===== src/rtl/periph_wb_master.sv =====
// periph_wb_master: single-outstanding Wishbone classic-cycle master.
// A command is taken on the cmd_* handshake, issued on the bus until ack/err,
// re-issued after rty up to MAX_RETRY times, and reported on the rsp_* side.
// Optional bus timeout is compiled in when PERIPH_WB_MASTER_TIMEOUT_EN is
// defined; without it the master waits on the bus indefinitely.
module periph_wb_master #(
  parameter int TIMEOUT_CYCLES = 255,
  parameter int MAX_RETRY      = 3
) (
  input  logic        wb_periph_clk_i,
  input  logic        wb_periph_rst_i,
  input  logic        cmd_valid_i,
  output logic        cmd_ready_o,
  input  logic        cmd_we_i,
  input  logic [31:0] cmd_adr_i,
  input  logic [31:0] cmd_dat_i,
  input  logic [3:0]  cmd_sel_i,
  output logic        rsp_valid_o,
  input  logic        rsp_ready_i,
  output logic [31:0] rsp_dat_o,
  output logic [1:0]  rsp_status_o,
  output logic [31:0] wb_periph_adr_o,
  output logic [31:0] wb_periph_dat_o,
  output logic [3:0]  wb_periph_sel_o,
  output logic        wb_periph_we_o,
  output logic        wb_periph_cyc_o,
  output logic        wb_periph_stb_o,
  output logic [2:0]  wb_periph_cti_o,
  output logic [1:0]  wb_periph_bte_o,
  input  logic [31:0] wb_periph_dat_i,
  input  logic        wb_periph_ack_i,
  input  logic        wb_periph_err_i,
  input  logic        wb_periph_rty_i
);

  typedef enum logic [1:0] {
    S_IDLE = 2'd0,
    S_BUS  = 2'd1,
    S_GAP  = 2'd2,
    S_RESP = 2'd3
  } state_e;

  localparam logic [1:0] ST_OK      = 2'b00;
  localparam logic [1:0] ST_ERR     = 2'b01;
  localparam logic [1:0] ST_TIMEOUT = 2'b10;
  localparam logic [1:0] ST_RTY_EXH = 2'b11;

  // Retry counter only needs to reach MAX_RETRY; keep at least one bit.
  localparam int RW = (MAX_RETRY < 1) ? 1 : $clog2(MAX_RETRY + 1);
  localparam logic [RW-1:0] RETRY_LIMIT = RW'(MAX_RETRY);

  if (TIMEOUT_CYCLES < 1 || TIMEOUT_CYCLES > 65535) begin : g_bad_timeout
    $error("periph_wb_master: TIMEOUT_CYCLES must be in 1..65535");
  end
  if (MAX_RETRY < 0) begin : g_bad_retry
    $error("periph_wb_master: MAX_RETRY must be non-negative");
  end

  state_e         state_q, state_d;
  logic [31:0]    adr_q, adr_d;
  logic [31:0]    dat_q, dat_d;
  logic [3:0]     sel_q, sel_d;
  logic           we_q, we_d;
  logic           cyc_q, cyc_d;
  logic           rsp_valid_q, rsp_valid_d;
  logic [31:0]    rsp_dat_q, rsp_dat_d;
  logic [1:0]     rsp_status_q, rsp_status_d;
  logic [RW-1:0]  retry_q, retry_d;
`ifdef PERIPH_WB_MASTER_TIMEOUT_EN
  // Counter holds the number of BUS cycles already spent without termination;
  // the attempt gives up in the cycle where it reaches TIMEOUT_CYCLES-1.
  localparam logic [15:0] TMO_LAST = 16'(TIMEOUT_CYCLES - 1);
  logic [15:0]    tmo_q, tmo_d;
`endif

  // Next-state, request capture, termination handling and response formation.
  always_comb begin
    state_d      = state_q;
    adr_d        = adr_q;
    dat_d        = dat_q;
    sel_d        = sel_q;
    we_d         = we_q;
    rsp_dat_d    = rsp_dat_q;
    rsp_status_d = rsp_status_q;
    retry_d      = retry_q;
`ifdef PERIPH_WB_MASTER_TIMEOUT_EN
    tmo_d        = tmo_q;
`endif
    case (state_q)
      S_IDLE: begin
        if (cmd_valid_i) begin
          adr_d   = cmd_adr_i;
          dat_d   = cmd_dat_i;
          sel_d   = cmd_sel_i;
          we_d    = cmd_we_i;
          retry_d = '0;
`ifdef PERIPH_WB_MASTER_TIMEOUT_EN
          tmo_d   = '0;
`endif
          state_d = S_BUS;
        end
      end
      S_BUS: begin
        if (wb_periph_ack_i) begin
          rsp_status_d = ST_OK;
          rsp_dat_d    = we_q ? 32'h0 : wb_periph_dat_i;
          state_d      = S_RESP;
        end else if (wb_periph_err_i) begin
          rsp_status_d = ST_ERR;
          rsp_dat_d    = 32'h0;
          state_d      = S_RESP;
        end else if (wb_periph_rty_i) begin
          if (retry_q < RETRY_LIMIT) begin
            retry_d = retry_q + 1'b1;
            state_d = S_GAP;
          end else begin
            rsp_status_d = ST_RTY_EXH;
            rsp_dat_d    = 32'h0;
            state_d      = S_RESP;
          end
`ifdef PERIPH_WB_MASTER_TIMEOUT_EN
        end else if (tmo_q == TMO_LAST) begin
          rsp_status_d = ST_TIMEOUT;
          rsp_dat_d    = 32'h0;
          state_d      = S_RESP;
        end else begin
          tmo_d = tmo_q + 16'd1;
`endif
        end
      end
      S_GAP: begin
`ifdef PERIPH_WB_MASTER_TIMEOUT_EN
        tmo_d   = '0;
`endif
        state_d = S_BUS;
      end
      S_RESP: begin
        if (rsp_ready_i) state_d = S_IDLE;
      end
      default: state_d = S_IDLE;
    endcase
    // Bus strobe and response valid are registered copies of the next state.
    cyc_d       = (state_d == S_BUS);
    rsp_valid_d = (state_d == S_RESP);
  end

  // State and datapath registers with synchronous reset.
  always_ff @(posedge wb_periph_clk_i) begin
    if (wb_periph_rst_i) begin
      state_q      <= S_IDLE;
      adr_q        <= '0;
      dat_q        <= '0;
      sel_q        <= '0;
      we_q         <= 1'b0;
      cyc_q        <= 1'b0;
      rsp_valid_q  <= 1'b0;
      rsp_dat_q    <= '0;
      rsp_status_q <= ST_OK;
      retry_q      <= '0;
`ifdef PERIPH_WB_MASTER_TIMEOUT_EN
      tmo_q        <= '0;
`endif
    end else begin
      state_q      <= state_d;
      adr_q        <= adr_d;
      dat_q        <= dat_d;
      sel_q        <= sel_d;
      we_q         <= we_d;
      cyc_q        <= cyc_d;
      rsp_valid_q  <= rsp_valid_d;
      rsp_dat_q    <= rsp_dat_d;
      rsp_status_q <= rsp_status_d;
      retry_q      <= retry_d;
`ifdef PERIPH_WB_MASTER_TIMEOUT_EN
      tmo_q        <= tmo_d;
`endif
    end
  end

  // Ready is masked by the reset input so nothing is taken while reset is held.
  assign cmd_ready_o     = (state_q == S_IDLE) && !wb_periph_rst_i;
  assign rsp_valid_o     = rsp_valid_q;
  assign rsp_dat_o       = rsp_dat_q;
  assign rsp_status_o    = rsp_status_q;
  assign wb_periph_adr_o = adr_q;
  assign wb_periph_dat_o = dat_q;
  assign wb_periph_sel_o = sel_q;
  assign wb_periph_we_o  = we_q;
  assign wb_periph_cyc_o = cyc_q;
  assign wb_periph_stb_o = cyc_q;
  assign wb_periph_cti_o = 3'b000;
  assign wb_periph_bte_o = 2'b00;

endmodule


===== config.mk =====
export PLATFORM = sky130hd
export DESIGN_NAME = periph_wb_master
export DESIGN_NICKNAME = d
export VERILOG_FILES = /design/src/rtl/periph_wb_master.sv
export SDC_FILE = /design/constraint.sdc
export NUM_CORES = 1
export LEC_CHECK = 0
export ABC_AREA = 1
export ABC_CLOCK_PERIOD_IN_PS = 1600
export CAP_MARGIN = 20
export CELL_PAD_IN_SITES_DETAIL_PLACEMENT = 1
export CELL_PAD_IN_SITES_GLOBAL_PLACEMENT = 1
export CORE_MARGIN = 2
export CORE_UTILIZATION = 43
export CTS_CLUSTER_DIAMETER = 80
export DETAILED_ROUTE_END_ITERATION = 10
export DONT_BUFFER_PORTS = 1
export PLACE_DENSITY_LB_ADDON = 0.2
export SYNTH_ARGS = -nofsm -noshare
export SYNTH_HDL_FRONTEND = slang
export SYNTH_SLANG_ARGS = --single-unit

===== constraint.sdc =====
create_clock -name wb_periph_clk_i -period 1.6 [get_ports wb_periph_clk_i]
set_input_delay 0.24 -clock wb_periph_clk_i [delete_from_list [all_inputs] [get_ports wb_periph_clk_i]]
set_output_delay 0.24 -clock wb_periph_clk_i [all_outputs]
set_load 0.01 [all_outputs]

* After elaboration in Yosys (flattened, before gate mapping)
Index checks and enable logic that the tools add are counted.
** Word-level totals
- Register bits :: 109
- Bits in latches :: 0
- RAM bits :: 0
- Memory bits (read-only) :: 0
- Output and inout bits :: 112
- Logic and storage cells :: 53
- Memories :: 0
** Cells by class
- Add/sub/neg operators :: 1
- Multiply operators :: 0
- Divide/modulo/power cells :: 0
- Order comparisons :: 1
- Equality and inequality tests :: 11
- Shifts and indexed selects :: 0
- Mux-type cells :: 22
- Bitwise logic cells :: 0
- Reduce and logical (&&, ||, !) cells :: 8
** Operator list (count)
- 2-to-1 mux 32 bit :: 5
- 2-to-1 mux 2 bit :: 14
- != test 2 bit, second input constant :: 5
- case mux 2 bit (4 select lines) :: 1
- == test 2 bit, second input constant :: 3
- AND reduction 6 bit :: 1
- == test 2 x 1 -> 1 bit, second input constant :: 2
- case mux 2 bit (2 select lines) :: 1
- != test 3 bit, second input constant :: 1
- AND reduction 3 bit :: 1
- nonzero test 3 bit :: 1
- adder 2 x 1 -> 2 bit, second input constant :: 1
- logical NOT 2 bit :: 1
- less-than comparator 2 bit, second input constant :: 1
- AND reduction 2 bit :: 1
- nonzero test 2 bit :: 1
- logical AND 1 bit :: 1
- logical NOT 1 bit :: 1
- 2-to-1 mux 1 bit :: 1

* Depth between registers and ports, before layout
Gate-level depths: netlist of run 1.
- Depth in word-level cells :: 7
- Mapped depth :: 10

* Least setup slack after synthesis of run 1
Ideal clock, no wire load.
- Kind :: register to register
- Start point :: reg state_q[0]
- End point :: reg adr_q[22] (netlist: wb_periph_adr_o[22])
- Setup time :: 116 ps
- Data arrival time :: 1170 ps
- Path slack :: 314 ps
- Stages on the path, launching flop included :: 9
- Path buffers :: 2
- Period minus slack after synthesis :: 1286 ps
- Path through :: dfxtp_1 -> nor2_2 -> inv_2 -> nor2_4 -> inv_2 -> buf_2 -> buf_6 -> nor2_1 -> nor2_1
** On the way
- Cells in the longest elaborated chain, start to end :: 2
** RTL lines
- start, declared :: line 59 : state_e state_q, state_d;
- start signal, assigned :: line 164 : state_q <= state_d;
- logical NOT 2 bit :: line 89 : case (state_q)
- AND reduction 2 bit (no line)
- end signal, assigned :: line 165 : adr_q <= adr_d;
- end, declared :: line 60 : logic [31:0] adr_q, adr_d;
No other way between the ends.
A chain may end at the register's enable or synchronous reset.

* Final worst setup path of run 1
- Start point :: reg state_q[0]
- End point :: out cmd_ready_o
** On the way
- Cells in the longest elaborated chain, start to end :: 2
** RTL lines
- logical NOT 2 bit :: line 181 : assign cmd_ready_o = (state_q == S_IDLE) && !wb_periph_rst_i;
- logical AND 1 bit :: line 181
- end, declared :: line 13 : output logic cmd_ready_o,
No other way between the ends.

==> flow_metrics.tcl, run 1 <==
set metrics [dict create \
    hold_class "in -> reg" \
    clock_skew_ns 0.0127 \
    grt_max_degree 53 \
    synth.distinct_cells 25 \
    numCtsBuffers 9 \
    synth_top_family_by_area "simple AND/OR/NAND/NOR gates" \
    finalPower_uw 6300 \
    power_density_nw_per_um2 1170 \
    outcome "completed" \
    clk_pin_slew_worst_paths_ns 0.10 \
    clock_latency_ns 0.38 \
    routed_wl_mm 12.6 \
    synth-edff-count 0 \
    fmax_mhz 668 \
    ys_async_sr_fraction 0 \
    synthFlopType "dfxtp_1" \
    grt_pass1_vias 4006 \
    core_area_um2 10200 \
    min_period_ns 1.50 \
    critPathRequiredTime_ns 1.36 \
    remaining_drc_errors 0 \
    cts.sinks 109 \
    min_to "wb_periph_adr_o[18]$_SDFFE_PP0P_" \
    yosys_register_bits 109 \
    rrSetupSlack_ns 0.11 \
    drt_pass1_iterations 4 \
    viasPerCell 5.06 \
    timing.rr.end "wb_periph_adr_o[7]$_SDFFE_PP0P_" \
    start_kind "register" \
    die_w_um 106 \
    nNetsFinal 736 \
    die_area_um2 11300 \
    hold_viol 0 \
    portBuffers 0 \
    num_rows 37 \
    cts-root-buf "clkbuf_8" \
    die_h_um 106 \
    period_share 0.936 \
    antenna_cells 0 \
    gp_congestion 0.762 \
    cap_violations 0 \
    synth_area_um2 4490 \
    synth.most_common_cell "nor2_1" \
    syn_inst 583 \
    io-pin-count 220 \
    synth-simple-area-share 0.269 \
    leakage_uw 0.00248 \
    vdd_drop_max_uv 427 \
    worst_slack_ns 0.103 \
    synth_xor_xnor_area_share 0 \
    synth_compound_area_frac 0.146 \
    placed_cell_area_um2 4540 \
    track_usage 0.219 \
    cts_tree "built" \
    min_from "cmd_adr_i[18]" \
    clock_path_buffers 2 \
    fillers 1256 \
    final.setup.tns_ns 0 \
    wl_per_cell_um 16.4 \
    grt_pass1_wl_mm 19.6 \
    dr.first_iter.drc_count 136 \
    ys_top_cells_by_count "160 x nor2_1, 109 x dfxtp_1, 83 x nand2_1, 70 x o21ai_0, 41 x inv_1" \
    rsz0062_at_grt "no" \
    end_kind "primary output" \
    synthMuxAreaShare 0 \
    ant_nets 0 \
    yosys.area.top_type "dfxtp_1" \
    hpwl_mm 8.18 \
    stdcell_count 767 \
    worstPathArrival_ns 1.26 \
    synth_fa_ha_area_frac 0.00278 \
    slew_viol_final 0 \
    rr_startpoint "state_q[0]$_SDFF_PP0_" \
    initial_core_util 0.439 \
    synth_area_leaders "dfxtp_1 49%, nor2_1 13%, o21ai_0 7.8%" \
    num_vias 3881 \
    dp.cells 693 \
    ys_warn_count 0 \
    place_ws_ns 0.112 \
    grt.overflow.total 0 \
    clock_tree.htree_level_count 3 \
    final_area_um2 5360 \
    critical_path_class "reg -> out" \
    min_path_cells 2 \
    finalSetupViolations 0 \
    antenna_found_initial 0 \
    seq_area_frac_synth 0.486 \
    critPathMaxFanout 6 \
    syn_to_final_growth_pct 19.3 \
    reg2reg_depth 6 \
    syn_area_per_cell_um2 7.71 \
    layout-drive-gt1-share 0.152 \
    synth_top_area_frac 0.486 \
]
metrics by stage:
stage                     hold WS [ns]  utilization
after global routing           0.00112        0.524
after CTS                      0.00101        0.523
after detailed placement         0.315        0.444
final                           0.0184        0.524
after global placement           0.313        0.444
after floorplan                  0.375            -
cell usage in the layout, fill, tap and decap left out:
cell type      synthesis  routed
a21oi_1                3       3
buf_12                 3       4
buf_4                  8       6
buf_6                  3       1
bufinv_16              0       2
clkbuf_8               0      10
clkinvlp_4             0       2
conb_1                 1       5
dfxtp_1              109     109
dlygate4sd3_1          0      59
ha_1                   1       1
inv_1                 41      40
inv_2                  2       3
inv_6                  0       1
nand2_1               83      83
nand2_2                6       6
nand2_4                2       2
nand3_1                3       3
nand4_1                1       1
nor2_1               160     159
nor2_2                31      32
nor2_4                 1       1
nor3_1                 1       1
o21ai_0               70      70
o21bai_1               1       1
o21bai_2              25      25
or2_2                  1       1
worst max-delay path, cell delays in order, from the launching register on:
cell,delay [ns]
dfxtp_1,0.38
nor2_2,0.18
inv_2,0.07
nor2_1,0.26
worst max-delay path by stage:
stage,end,depth (start not counted),start,slack [ns]
3_3_place_gp,wb_periph_dat_o[30]$_SDFFE_PP0P_,6,state_q[0]$_SDFF_PP0_,0.21
6_report,cmd_ready_o,3,state_q[0]$_SDFF_PP0_,0.10
2_1_floorplan,wb_periph_adr_o[22]$_SDFFE_PP0P_,8,state_q[0]$_SDFF_PP0_,0.31
5_1_grt,wb_periph_adr_o[7]$_SDFFE_PP0P_,6,state_q[0]$_SDFF_PP0_,0.03
4_1_cts,cmd_ready_o,3,state_q[0]$_SDFF_PP0_,0.06
3_5_place_dp,wb_periph_sel_o[2]$_SDFFE_PP0P_,6,state_q[0]$_SDFF_PP0_,0.11
registers in the layout, indices dropped and copies added (netlist names):
name,flops
wb_periph_sel_o,4
state_q,2
rsp_dat_o,32
wb_periph_adr_o,32
rsp_valid_o,1
retry_q,2
wb_periph_we_o,1
rsp_status_o,2
wb_periph_cyc_o,1
wb_periph_dat_o,32
per-layer routing:
metal / wire, um / up-vias / global-route usage / part of all wire
met5: 0 / - / 0 / 0
met4: 453 / 0 / 0.121 / 0.036
met3: 1120 / 39 / 0.0773 / 0.089
met2: 6300 / 159 / 0.378 / 0.50
met1: 4690 / 1816 / 0.233 / 0.37
li1: - / 1867 / - / -
final cells by class:
class                      instances  area, um2  area share
clock buffer                      10        138      0.0257
clock inverter                     5       83.8      0.0156
inverter                          43        161      0.0301
multi-input combinational        394       1900       0.354
sequential                       109       2180       0.407
tap                              136        170      0.0317
timing repair buffer              70        727       0.136
power by group:
part	switching [uW]	internal, uW	total (uW)	leakage [uW]
Combinational	615	428	1040	0.00147
Sequential	379	3020	3400	0.000900
Clock	934	922	1860	0.000105
repair_timing:
action,4_1_cts,5_1_grt
setup endpoints to repair,0,35
hold buffers,58,1
gates resized for setup,0,1
hold endpoints to repair,61,1
buffers inserted,0,0
logic make-up (layout without fill, tap and decap cells):
group / after synthesis / after routing
and+or+nand+nor: 289 / 289
DFF: 109 / 109
AOI/OAI and AO/OA: 99 / 99
buffers and inverters: 84 / 128
adders and majority gates: 1 / 1
other: 1 / 5
Power figures use the tool's default switching activity.
==> run 2, diff against run 1 <==
Settings changed: CORE_ASPECT_RATIO set to 0.5.
==> flow_metrics.tcl, run 2 (same netlist as run 1, synthesis figures left out) <==
set metrics [dict create \
    fmax_mhz 698 \
    grt_pass1_vias 3518 \
    antenna_cells 0 \
    clock_tree.htree_level_count 3 \
    num_rows 26 \
    dp.cells 696 \
    critical_path_class "reg -> reg" \
    power_density_nw_per_um2 1340 \
    hold_viol 0 \
    leakage_uw 0.00228 \
    start_kind "register" \
    max_stage_delay_ns 0.36 \
    hold_class "in -> reg" \
    cp_cell_sequence "inv_1 -> nand2_2 -> nor2_2 -> nand2_4 -> nand2_4 -> buf_12 -> nand2_1 -> inv_1 -> nor2_2" \
    remaining_drc_errors 0 \
    mostFrequentLayoutCells "159 x nor2_1, 109 x dfxtp_1, 83 x nand2_1" \
    cap_violations 0 \
    end_kind "register" \
    seqCellArea_um2 2180 \
    ant_nets 0 \
    stdcell_count 713 \
    io-pin-count 220 \
    reg2reg_depth 9 \
    vdd_drop_max_uv 499 \
    num_vias 3472 \
    gp_congestion 0.746 \
    critPathMaxFanout 37 \
    grt_pass1_wl_mm 17.3 \
    period_share 0.895 \
    cts_tree "built" \
    dr.first_iter.drc_count 118 \
    finalSetupViolations 0 \
    multiInputGateArea_um2 1900 \
    antenna_found_initial 0 \
    die_area_um2 11300 \
    min_period_ns 1.43 \
    grt.overflow.total 0 \
    cp.depth 9 \
    outcome "completed" \
    worstPathArrival_ns 1.67 \
    min_path_cells 2 \
    clock_skew_ns 0.0135 \
    nNetsFinal 677 \
    cts.sinks 109 \
    final.setup.tns_ns 0 \
    clock_path_buffers 2 \
    layout-drive-gt1-share 0.166 \
    critPathRequiredTime_ns 1.84 \
    cts_resized 0 \
    routed_wl_mm 10.8 \
    hpwl_mm 7.59 \
    fillers 1277 \
    rsz0062_at_grt "no" \
    numCtsBuffers 9 \
    die_h_um 76.3 \
    cts-root-buf "clkbuf_16" \
    core_area_um2 10200 \
    slowest_stage "dfxtp_1" \
    crit_family "simple AND/OR/NAND/NOR gates" \
    die_w_um 149 \
    layout_commonest_cell "nor2_1" \
    initial_core_util 0.441 \
    slew_viol_final 0 \
    path_buf_inv 3 \
    track_usage 0.190 \
    viasPerCell 4.87 \
    grt_max_degree 45 \
    clock_latency_ns 0.35 \
    clk_pin_slew_worst_paths_ns 0.08 \
    drt_pass1_iterations 4 \
    wl_per_cell_um 15.2 \
    syn_to_final_growth_pct 8.52 \
    portBuffers 0 \
]
-- run 2: cell count changes in the layout (fill, tap and decap cells not counted), sizes merged --
| cell | change |
|---|---|
| clkinv | +3 |
| dlygate4sd3 | -58 |
| bufinv | -1 |
| clkinvlp | -1 |
| buf | -1 |
-- run 2: power by group --
group	switching (uW)	leakage [uW]	internal (uW)	total, uW
combinational	564	0.00123	347	911
clock	1010	0.000145	1230	2240
sequential	366	0.000900	3020	3380
total	1940	0.00228	4590	6540
-- run 2: final timing paths --
path	end	startpoint	slack, ns
worst max-delay path	rsp_dat_o[21]$_SDFFE_PP0P_	state_q[1]$_SDFF_PP0_	0.17
worst min-delay path	wb_periph_adr_o[27]$_SDFFE_PP0P_	cmd_adr_i[27]	0.02
worst max register to register	rsp_dat_o[21]$_SDFFE_PP0P_	state_q[1]$_SDFF_PP0_	0.17
worst min register to register	retry_q[0]$_SDFFE_PP0P_	retry_q[0]$_SDFFE_PP0P_	0.52
-- run 2: area by class of cell --
type                       instances  area share
multi-input combinational        394       0.389
clock buffer                      10      0.0469
clock inverter                     6      0.0146
inverter                          43      0.0331
sequential                       109       0.447
tap                              140      0.0359
timing repair buffer              11      0.0328
-- run 2: what timing repair did --
| action | in CTS | in global routing |
|---|---|---|
| hold buffers | 1 | 0 |
| setup buffers | 0 | 0 |
| endpoints found under the hold margin | 1 | 0 |
-- run 2: worst reg2reg max path: stages (launching register included) --
cell	delay (ns)
dfxtp_1	0.36
inv_1	0.13
nand2_2	0.09
nor2_2	0.15
nand2_4	0.08
nand2_4	0.09
buf_12	0.22
nand2_1	0.09
inv_1	0.07
nor2_2	0.04
-- run 2: through the flow --
step	hold WS, ns	power (uW)	util	worst slack (ns)	cell area (um2)
after detailed placement	0.318	4370	0.449	0.158	4570
after global placement	0.316	4330	0.449	0.198	4570
after CTS	0.0117	6650	0.479	0.152	4880
after floorplan	0.375	4160	-	0.314	4510
after global routing	0.0157	6910	0.479	0.0253	4880
final	0.0230	6540	0.479	0.168	4880
-- run 2: layer usage --
layer	global-route usage	part of all wire
met5	0	0
met2	0.314	0.46
met1	0.221	0.42
met3	0.0832	0.10
met4	0.0657	0.019
==> run 3, diff against run 2 <==
Settings changed: CORE_MARGIN 2 to 5.
==> flow_metrics.tcl, run 3 (same netlist as run 1, synthesis figures left out) <==
set metrics [dict create \
    outcome "completed" \
    leakage_uw 0.00228 \
    critPathMaxFanout 26 \
    clock_path_buffers 2 \
    cp-startpoint "state_q[0]$_SDFF_PP0_" \
    core_area_um2 10200 \
    period_share 0.903 \
    remaining_drc_errors 0 \
    critPathRequiredTime_ns 1.84 \
    cts_tree "built" \
    min_period_ns 1.45 \
    final.setup.tns_ns 0 \
    num_rows 26 \
    mostFrequentLayoutCells "159 x nor2_1, 109 x dfxtp_1, 83 x nand2_1" \
    max_stage_delay_ns 0.45 \
    die_h_um 82.3 \
    end_kind "register" \
    grt_max_degree 44 \
    initial_core_util 0.440 \
    slew_viol_final 0 \
    rrSetupSlack_ns 0.15 \
    grt.overflow.total 0 \
    grt_use_met2 0.323 \
    gp_congestion 0.758 \
    power_density_nw_per_um2 1360 \
    worstPathArrival_ns 1.69 \
    cts.sinks 109 \
    antenna_found_initial 0 \
    die_area_um2 12700 \
    track_usage 0.181 \
    hpwl_mm 8.82 \
    grt_pass1_wl_mm 18.2 \
    slowest_stage "dfxtp_1" \
    antenna_cells 0 \
    ant_nets 0 \
    cts-root-buf "clkbuf_16" \
    hold_class "in -> reg" \
    numCtsBuffers 9 \
    syn_to_final_growth_pct 8.10 \
    start_kind "register" \
    routed_wl_mm 12.2 \
    drt_pass1_iterations 4 \
    clock_skew_ns 0.00513 \
    clock_latency_ns 0.34 \
    grt_use_met1 0.192 \
    finalPower_uw 6590 \
    wl_per_cell_um 17.1 \
    layout_commonest_cell "nor2_1" \
    layout-drive-gt1-share 0.169 \
    io-pin-count 220 \
    grt_pass1_vias 3606 \
    die_w_um 155 \
    cap_violations 0 \
    finalSetupViolations 0 \
    cp_cell_sequence "inv_1 -> nor2_2 -> nand2_2 -> nand2_4 -> buf_12 -> nand2_1 -> inv_1 -> nor2_2" \
    num_vias 3555 \
    rr_startpoint "state_q[0]$_SDFF_PP0_" \
    rsz0062_at_grt "no" \
    nNetsFinal 678 \
    fmax_mhz 692 \
    gr-usage-met3 0.0958 \
    critical_path_class "reg -> reg" \
    vdd_drop_max_uv 518 \
    portBuffers 0 \
    viasPerCell 4.98 \
    gr-max-usage-layer "met2" \
    hold_viol 0 \
    dr.first_iter.drc_count 146 \
    clk_pin_slew_worst_paths_ns 0.07 \
    min_from "cmd_dat_i[7]" \
    clock_tree.htree_level_count 3 \
]
==> run 3: stage by stage <==
stage / cell area, um2 / instances / hold slack (ns) / utilization / setup WS, ns
floorplan: 4510 / 587 / 0.375 / - / 0.314
global placement: 4540 / 697 / 0.323 / 0.444 / 0.190
detailed placement: 4540 / 697 / 0.317 / 0.444 / 0.118
CTS: 4850 / 714 / 0.0196 / 0.475 / 0.106
global route: 4860 / 714 / 0.0165 / 0.476 / 0.0326
finish: 4860 / 714 / 0.0317 / 0.476 / 0.155
==> run 3: layout make-up <==
class | count | area [um2]
fillers | 1269 | 5360
flip-flops and latches | 109 | 2180
multi-input cells | 394 | 1900
clock buffers | 10 | 239
well taps | 140 | 175
inverters | 43 | 161
repair buffers | 12 | 134
clock inverters | 6 | 68.8
==> run 3: repair_timing <==
action | 4_1_cts | 5_1_grt
hold buffers | 1 | 0
setup endpoints to repair | 0 | 2
endpoints found under the hold margin | 1 | 0
resized for setup | 0 | 1
buffers inserted | 0 | 0
==> run 3: worst paths after layout <==
kind	end	cells past startpoint
max	rsp_dat_o[21]$_SDFFE_PP0P_	8
min	wb_periph_dat_o[7]$_SDFFE_PP0P_	2
max reg2reg	rsp_dat_o[21]$_SDFFE_PP0P_	8
min reg2reg	retry_q[0]$_SDFFE_PP0P_	2
==> run 3: per-layer routing <==
metal | wire, um | part of all wire
met1 | 4750 | 0.39
met2 | 5960 | 0.49
met3 | 1310 | 0.11
met4 | 153 | 0.013
met5 | 0 | 0
==> run 3: power by group <==
group / switching [uW] / internal, uW
sequential: 379 / 3020
clock: 1030 / 1270
combinational: 567 / 326
total: 1970 / 4610
==> run 3: critical path, delay by kind of cell (launching register included) <==
family | cells | cell delay, ns
buffers and inverters | 3 | 0.38
AND/OR/NAND/NOR | 5 | 0.51
flip-flops | 1 | 0.45
